--- config.mk ---
export PLATFORM = sky130hd
export DESIGN_NAME = valet_event_sequencer
export DESIGN_NICKNAME = d
export VERILOG_FILES = /design/src/rtl/valet_event_sequencer.sv
export SDC_FILE = /design/constraint.sdc
export NUM_CORES = 1
export LEC_CHECK = 0
export CAP_MARGIN = 0
export CORE_MARGIN = 2
export CORE_UTILIZATION = 54
export DETAILED_ROUTE_END_ITERATION = 16
export PLACE_DENSITY = 0.75
export RECOVER_POWER = 50
export SLEW_MARGIN = 20
export SYNTH_ARGS = -nofsm -noshare
export SYNTH_HDL_FRONTEND = slang
export SYNTH_SLANG_ARGS = --single-unit
export TNS_END_PERCENT = 10
--- constraint.sdc ---
create_clock -name clk -period 12.6 [get_ports clk]
set_clock_uncertainty 0.05 [all_clocks]
set_input_delay 1.26 -clock clk [delete_from_list [all_inputs] [get_ports clk]]
set_output_delay 1.26 -clock clk [all_outputs]
set_load 0.05 [all_outputs]
--- src/rtl/valet_event_sequencer.sv ---
// Event source for the valet arena: LFSR-driven ARRIVE/RETURN picks against a parked-car bitmap,
// handed off on valid/ready. Define VALET_CHAOS_EN to also emit CHAOS interference events.
module valet_event_sequencer #(
    parameter int          MAX_CARS   = 16,
    parameter int          ARRIVE_GAP = 4,
    parameter logic [15:0] LFSR_SEED  = 16'hACE1
) (
    input  logic        clk,
    input  logic        rst_n,
    input  logic        enable,
    input  logic        evt_ready,
    output logic        evt_valid,
    output logic [7:0]  evt_data,
    output logic [6:0]  occupied_count,
    output logic [15:0] event_count
);
    localparam int              IW         = (MAX_CARS > 1) ? $clog2(MAX_CARS) : 1;
    localparam int              GW         = (ARRIVE_GAP > 1) ? $clog2(ARRIVE_GAP) : 1;
    localparam logic [GW-1:0]   GAP_LOAD   = GW'(ARRIVE_GAP - 1);
    localparam logic [6:0]      FULL_COUNT = 7'(MAX_CARS);
    localparam logic [15:0]     SEED       = (LFSR_SEED == 16'h0000) ? 16'h0001 : LFSR_SEED;
    localparam logic [15:0]     LFSR_MASK  = 16'hB400;
    localparam logic [1:0]      OP_ARRIVE  = 2'b01;
    localparam logic [1:0]      OP_RETURN  = 2'b10;
`ifdef VALET_CHAOS_EN
    localparam logic [1:0]      OP_CHAOS   = 2'b11;
`endif

    typedef enum logic [1:0] {S_IDLE, S_GAP, S_PICK, S_SEND} state_t;

    state_t              state_reg;
    logic [GW-1:0]       gap_reg;
    logic [15:0]         lfsr_reg;
    logic [15:0]         lfsr_next;
    logic [MAX_CARS-1:0] parked_reg;
    logic                evt_valid_reg;
    logic [7:0]          evt_data_reg;
    logic [6:0]          occupied_reg;
    logic [15:0]         event_count_reg;

    logic [IW-1:0]       return_start;
    logic [IW-1:0]       return_off;
    logic [IW-1:0]       return_id;
    logic [IW-1:0]       arrive_id;
    logic [IW-1:0]       send_id;
    logic [MAX_CARS-1:0] rotated;
    logic [7:0]          pick_data;

    assign lfsr_next = lfsr_reg[0] ? ((lfsr_reg >> 1) ^ LFSR_MASK) : (lfsr_reg >> 1);

    // Rotate the bitmap so the wrapping RETURN scan becomes a plain lowest-set-bit search.
    assign return_start = lfsr_reg[IW-1:0];

    genvar gi;
    generate
        for (gi = 0; gi < MAX_CARS; gi++) begin : g_rotate
            assign rotated[gi] = parked_reg[return_start + IW'(gi)];
        end
    endgenerate

    always_comb begin
        arrive_id  = '0;
        return_off = '0;
        for (int i = MAX_CARS - 1; i >= 0; i--) begin
            if (!parked_reg[i]) arrive_id = IW'(i);
            if (rotated[i]) return_off = IW'(i);
        end
    end

    assign return_id = return_start + return_off;

    always_comb begin
        pick_data = {OP_ARRIVE, 6'(arrive_id)};
        if ((occupied_reg != 7'd0) && ((occupied_reg == FULL_COUNT) || lfsr_reg[0]))
            pick_data = {OP_RETURN, 6'(return_id)};
`ifdef VALET_CHAOS_EN
        if (lfsr_reg[15:12] == 4'hF)
            pick_data = {OP_CHAOS, lfsr_reg[5:0]};
`endif
    end

    assign send_id = evt_data_reg[IW-1:0];

    always_ff @(posedge clk) begin
        if (!rst_n) begin
            state_reg       <= S_IDLE;
            gap_reg         <= '0;
            lfsr_reg        <= SEED;
            parked_reg      <= '0;
            evt_valid_reg   <= 1'b0;
            evt_data_reg    <= 8'h00;
            occupied_reg    <= 7'd0;
            event_count_reg <= 16'd0;
        end else begin
            lfsr_reg <= lfsr_next;
            case (state_reg)
                S_IDLE: begin
                    if (enable) begin
                        gap_reg   <= GAP_LOAD;
                        state_reg <= S_GAP;
                    end
                end
                S_GAP: begin
                    if (!enable)
                        state_reg <= S_IDLE;
                    else if (gap_reg == '0)
                        state_reg <= S_PICK;
                    else
                        gap_reg <= gap_reg - GW'(1);
                end
                S_PICK: begin
                    evt_data_reg  <= pick_data;
                    evt_valid_reg <= 1'b1;
                    state_reg     <= S_SEND;
                end
                S_SEND: begin
                    // Held until accepted; enable only decides where we go afterwards.
                    if (evt_ready) begin
                        evt_valid_reg <= 1'b0;
                        case (evt_data_reg[7:6])
                            OP_ARRIVE: begin
                                parked_reg[send_id] <= 1'b1;
                                occupied_reg        <= occupied_reg + 7'd1;
                            end
                            OP_RETURN: begin
                                parked_reg[send_id] <= 1'b0;
                                occupied_reg        <= occupied_reg - 7'd1;
                            end
                            default: ;
                        endcase
                        if (event_count_reg != 16'hFFFF)
                            event_count_reg <= event_count_reg + 16'd1;
                        if (enable) begin
                            gap_reg   <= GAP_LOAD;
                            state_reg <= S_GAP;
                        end else begin
                            state_reg <= S_IDLE;
                        end
                    end
                end
                default: state_reg <= S_IDLE;
            endcase
        end
    end

    assign evt_valid      = evt_valid_reg;
    assign evt_data       = evt_data_reg;
    assign occupied_count = occupied_reg;
    assign event_count    = event_count_reg;

endmodule
==> results.md <==
* CP Capture Type: flop
* Top FF cell, synth: dfxtp_1
* Fmax at 200 MHz
* Static Leakage at 1.84 nW
* Final setup fails at 0
* Total clock buffers created by CTS at 9
* Worst reg2reg setup slack at 7.59 ns
* Power Dens Cells at 89.3 nW/µm²
* Most instantiated cells after synthesis: dfxtp_1, nor2_1, a21oi_1
* Hold Path Class: flop to flop
* Worst Tran Pin Value at 1.85 ns
* Number of synthesized flops with an enable pin at 0
* Core Region at 7330 µm²
* TritonRoute pass-1 iters at 4
* Main combinational cell family by area after synthesis: multiplexers
* Crit Path Class: flop to flop
* Std cell rows at 31
* Layout overhead on the synthesized area at 13.1%
* Synth area leader: dfxtp_1
* Worst slew margin at -23.3%
* Netlist cell types at 49
* GRT overflow at 0
* Slew Viols, Final at 43
* Clock Path Buffers at 2
* Post-Synth Adder-Cell Area at 6.45%
* Post-Synth Simple-Gate Area at 16.6%
* Mapped Cells at 444
* I/O pin count at 36
* Xor and xnor area share after synthesis at 7.24%
* Minimum clock period at 5.01 ns
* Largest net degree at the start of global routing at 43
* CTS tree: built
* Mux cell area share after synthesis at 19.2%
* Fin crit share at 39.8%
* Slowest stage delay, CP at 0.64 ns
* FFs w/ async S/R, synth at 0%
* Data arrival time of the critical path at 5.15 ns
* Vias per cell at 5.83
* Min-delay src: lfsr_reg[8]
* RSZ-0062 raised after global routing: false
* Place WS at 7.58 ns
* Synth area leaders: dfxtp_1, ha_1, mux4_1, mux2_2, mux2i_1
* Clk slew on worst S/H paths at 0.08 ns
* Max cap viols at 1
* Die Width at 91.3 µm
* Setup TNS Final at 0 ns
* Sink Count at 66
* Count leader, synth: dfxtp_1
* Worst Hold End: lfsr_reg[7]
* Crit path launch type: flop
* Die area at 8330 µm²
* Post-synth top area share at 32.1%
* Final nets at 494
* CP Data Required Time at 12.74 ns
* Postcts setup bufs at 0
* #FFs+latches synth at 66
* DP Wirelength at 6320 µm
* Final Hold Viols at 0
* Share of the yosys chip area belonging to registers at 32.1%
* Worst hold margin at 0.360 ns
* IO buf count at 33
* Root Buffer: clkbuf_8
* R2R Path Start: lfsr_reg[1]
* Yosys warnings at 0
* First-pass GRT wire length at 15100 µm
* Initial drt markers at 178
* Post-route DRC at 0
* H-tree Lvls at 3
* Max FO, Critical Path at 10
* Initial antenna violation count at 0
* Synth Area in Compound Gates at 14.1%
* Syn Area/Cell at 9.26 µm²
* Slowest-stage cell, CP: ha_1
* Worst-skew pair later-pin latency at 0.34 ns
* Total Power at 0.415 mW
* Reg-to-reg endpoint: evt_data[3]
* Synthesized area at 4110 µm²
* Antenna Nets Post-Route at 0
* Post-CTS sizing at 0
* Final Worst Setup Slack at 7.59 ns
* GP Congestion at 0.850
* Drt total wl at 8930 µm
* CTS Hold Bufs at 0
* Initial Utilization at 56.1%
* Worst reg2reg path depth at 17
* CP most frequent cell: a21oi_1
* Hold Path Depth at 1
* Share of layout cells above drive strength 1 at 9.68%
* Via count at 3349
* Critical path, cell by cell: clkinv_1 -> ha_1 -> mux4_2 -> mux2_2 -> mux2i_1 -> nand2_1 -> o21bai_1 -> a311o_1 -> nand3_1 -> a31oi_1 -> ha_1 -> a21o_1 -> a21oi_1 -> xor2_1 -> xnor2_1 -> a21oi_1 -> a21oi_1
* Ant diodes at 0
* Chip Height at 91.3 µm
* Worst IR Drop VDD at 0.0760 mV
* Routed length per instance at 15.6 µm
* Vias in the first global route at 3097
* Overall Global Routing Usage at 22.2%
* Status: complete, but fails checks
* Failing checks: capacitance limit, slew limit
-- layer usage --
layer	GRT usage, %	vias to the layer above	routed length (µm)
li1	-	1660	-
met1	29.2	1597	4090
met2	36.0	80	4300
met3	4.48	12	420
met4	8.59	0	121
met5	0	-	0
-- kinds of logic (layout without fill, tap and decap cells) --
logic type,Yosys count,in the layout
multiplexers,54,54
AND/OR/NAND/NOR,140,140
other,1,2
flip-flops,66,66
buffers and inverters,38,68
XOR/XNOR,34,34
adder cells (fa/ha/maj),20,20
AO/OA/AOI/OAI,91,91
-- stage by stage --
stage | instance area (µm²) | cells | utilization [%]
2_1_floorplan | 4120 | 445 | -
3_3_place_gp | 4480 | 558 | 61.1
3_5_place_dp | 4480 | 558 | 61.1
4_1_cts | 4650 | 574 | 63.5
5_1_grt | 4650 | 574 | 63.4
6_report | 4650 | 574 | 63.4
-- how the worst max path moves through the flow --
stage                   to  cells after the start  slack [ns]         from
2_1_floorplan  evt_data[3]                     18        8.10  lfsr_reg[1]
3_3_place_gp   evt_data[3]                     17        7.80  lfsr_reg[1]
3_5_place_dp   evt_data[3]                     17        7.58  lfsr_reg[1]
4_1_cts        evt_data[3]                     17        7.57  lfsr_reg[1]
5_1_grt        evt_data[3]                     17        7.23  lfsr_reg[1]
6_report       evt_data[3]                     17        7.59  lfsr_reg[1]
-- worst max-delay path: cells and delay by family (launching register included) --
family	cells	cell delay (ns)
AOI/OAI and AO/OA	7	1.29
muxes	3	1.12
adders and majority gates	2	0.94
DFF	1	0.60
buffers and inverters	1	0.41
xor gates and xnor gates	2	0.30
and+or+nand+nor	2	0.19
-- cell type report --
type                            count  area [µm²]
Tap cell                           99         124
Multi-Input combinational cell    341        2620
Clock inverter                      7        51.3
Timing Repair Buffer               35         342
Fill cell                         627        2680
Sequential cell                    66        1320
Clock buffer                        9         124
Inverter                           17        63.8
-- layout by cell type (no fill, tap or decap), types with 6 or more instances in the layout --
cell,count
o21ai_0,12
clkbuf_8,9
a311oi_1,12
dlygate4sd3_1,18
inv_1,14
mux4_1,8
nor2_1,41
xnor2_1,19
mux2_2,18
dfxtp_1,66
and2_1,8
nor3_1,8
nand4_1,7
mux4_2,7
a21oi_1,37
nand2_1,32
xor2_1,15
nand3_1,10
ha_1,18
clkdlybuf4s50_1,15
nor2b_1,10
mux2i_1,19
a211oi_1,6
-- report_power, final --
part / internal, mW / switching [mW] / leakage, nW
Sequential: 0.214 / 0.00456 / 0.537
Combinational: 0.0159 / 0.0234 / 1.22
Clock: 0.0722 / 0.0850 / 0.0860
(Power assumes the default switching activity.)
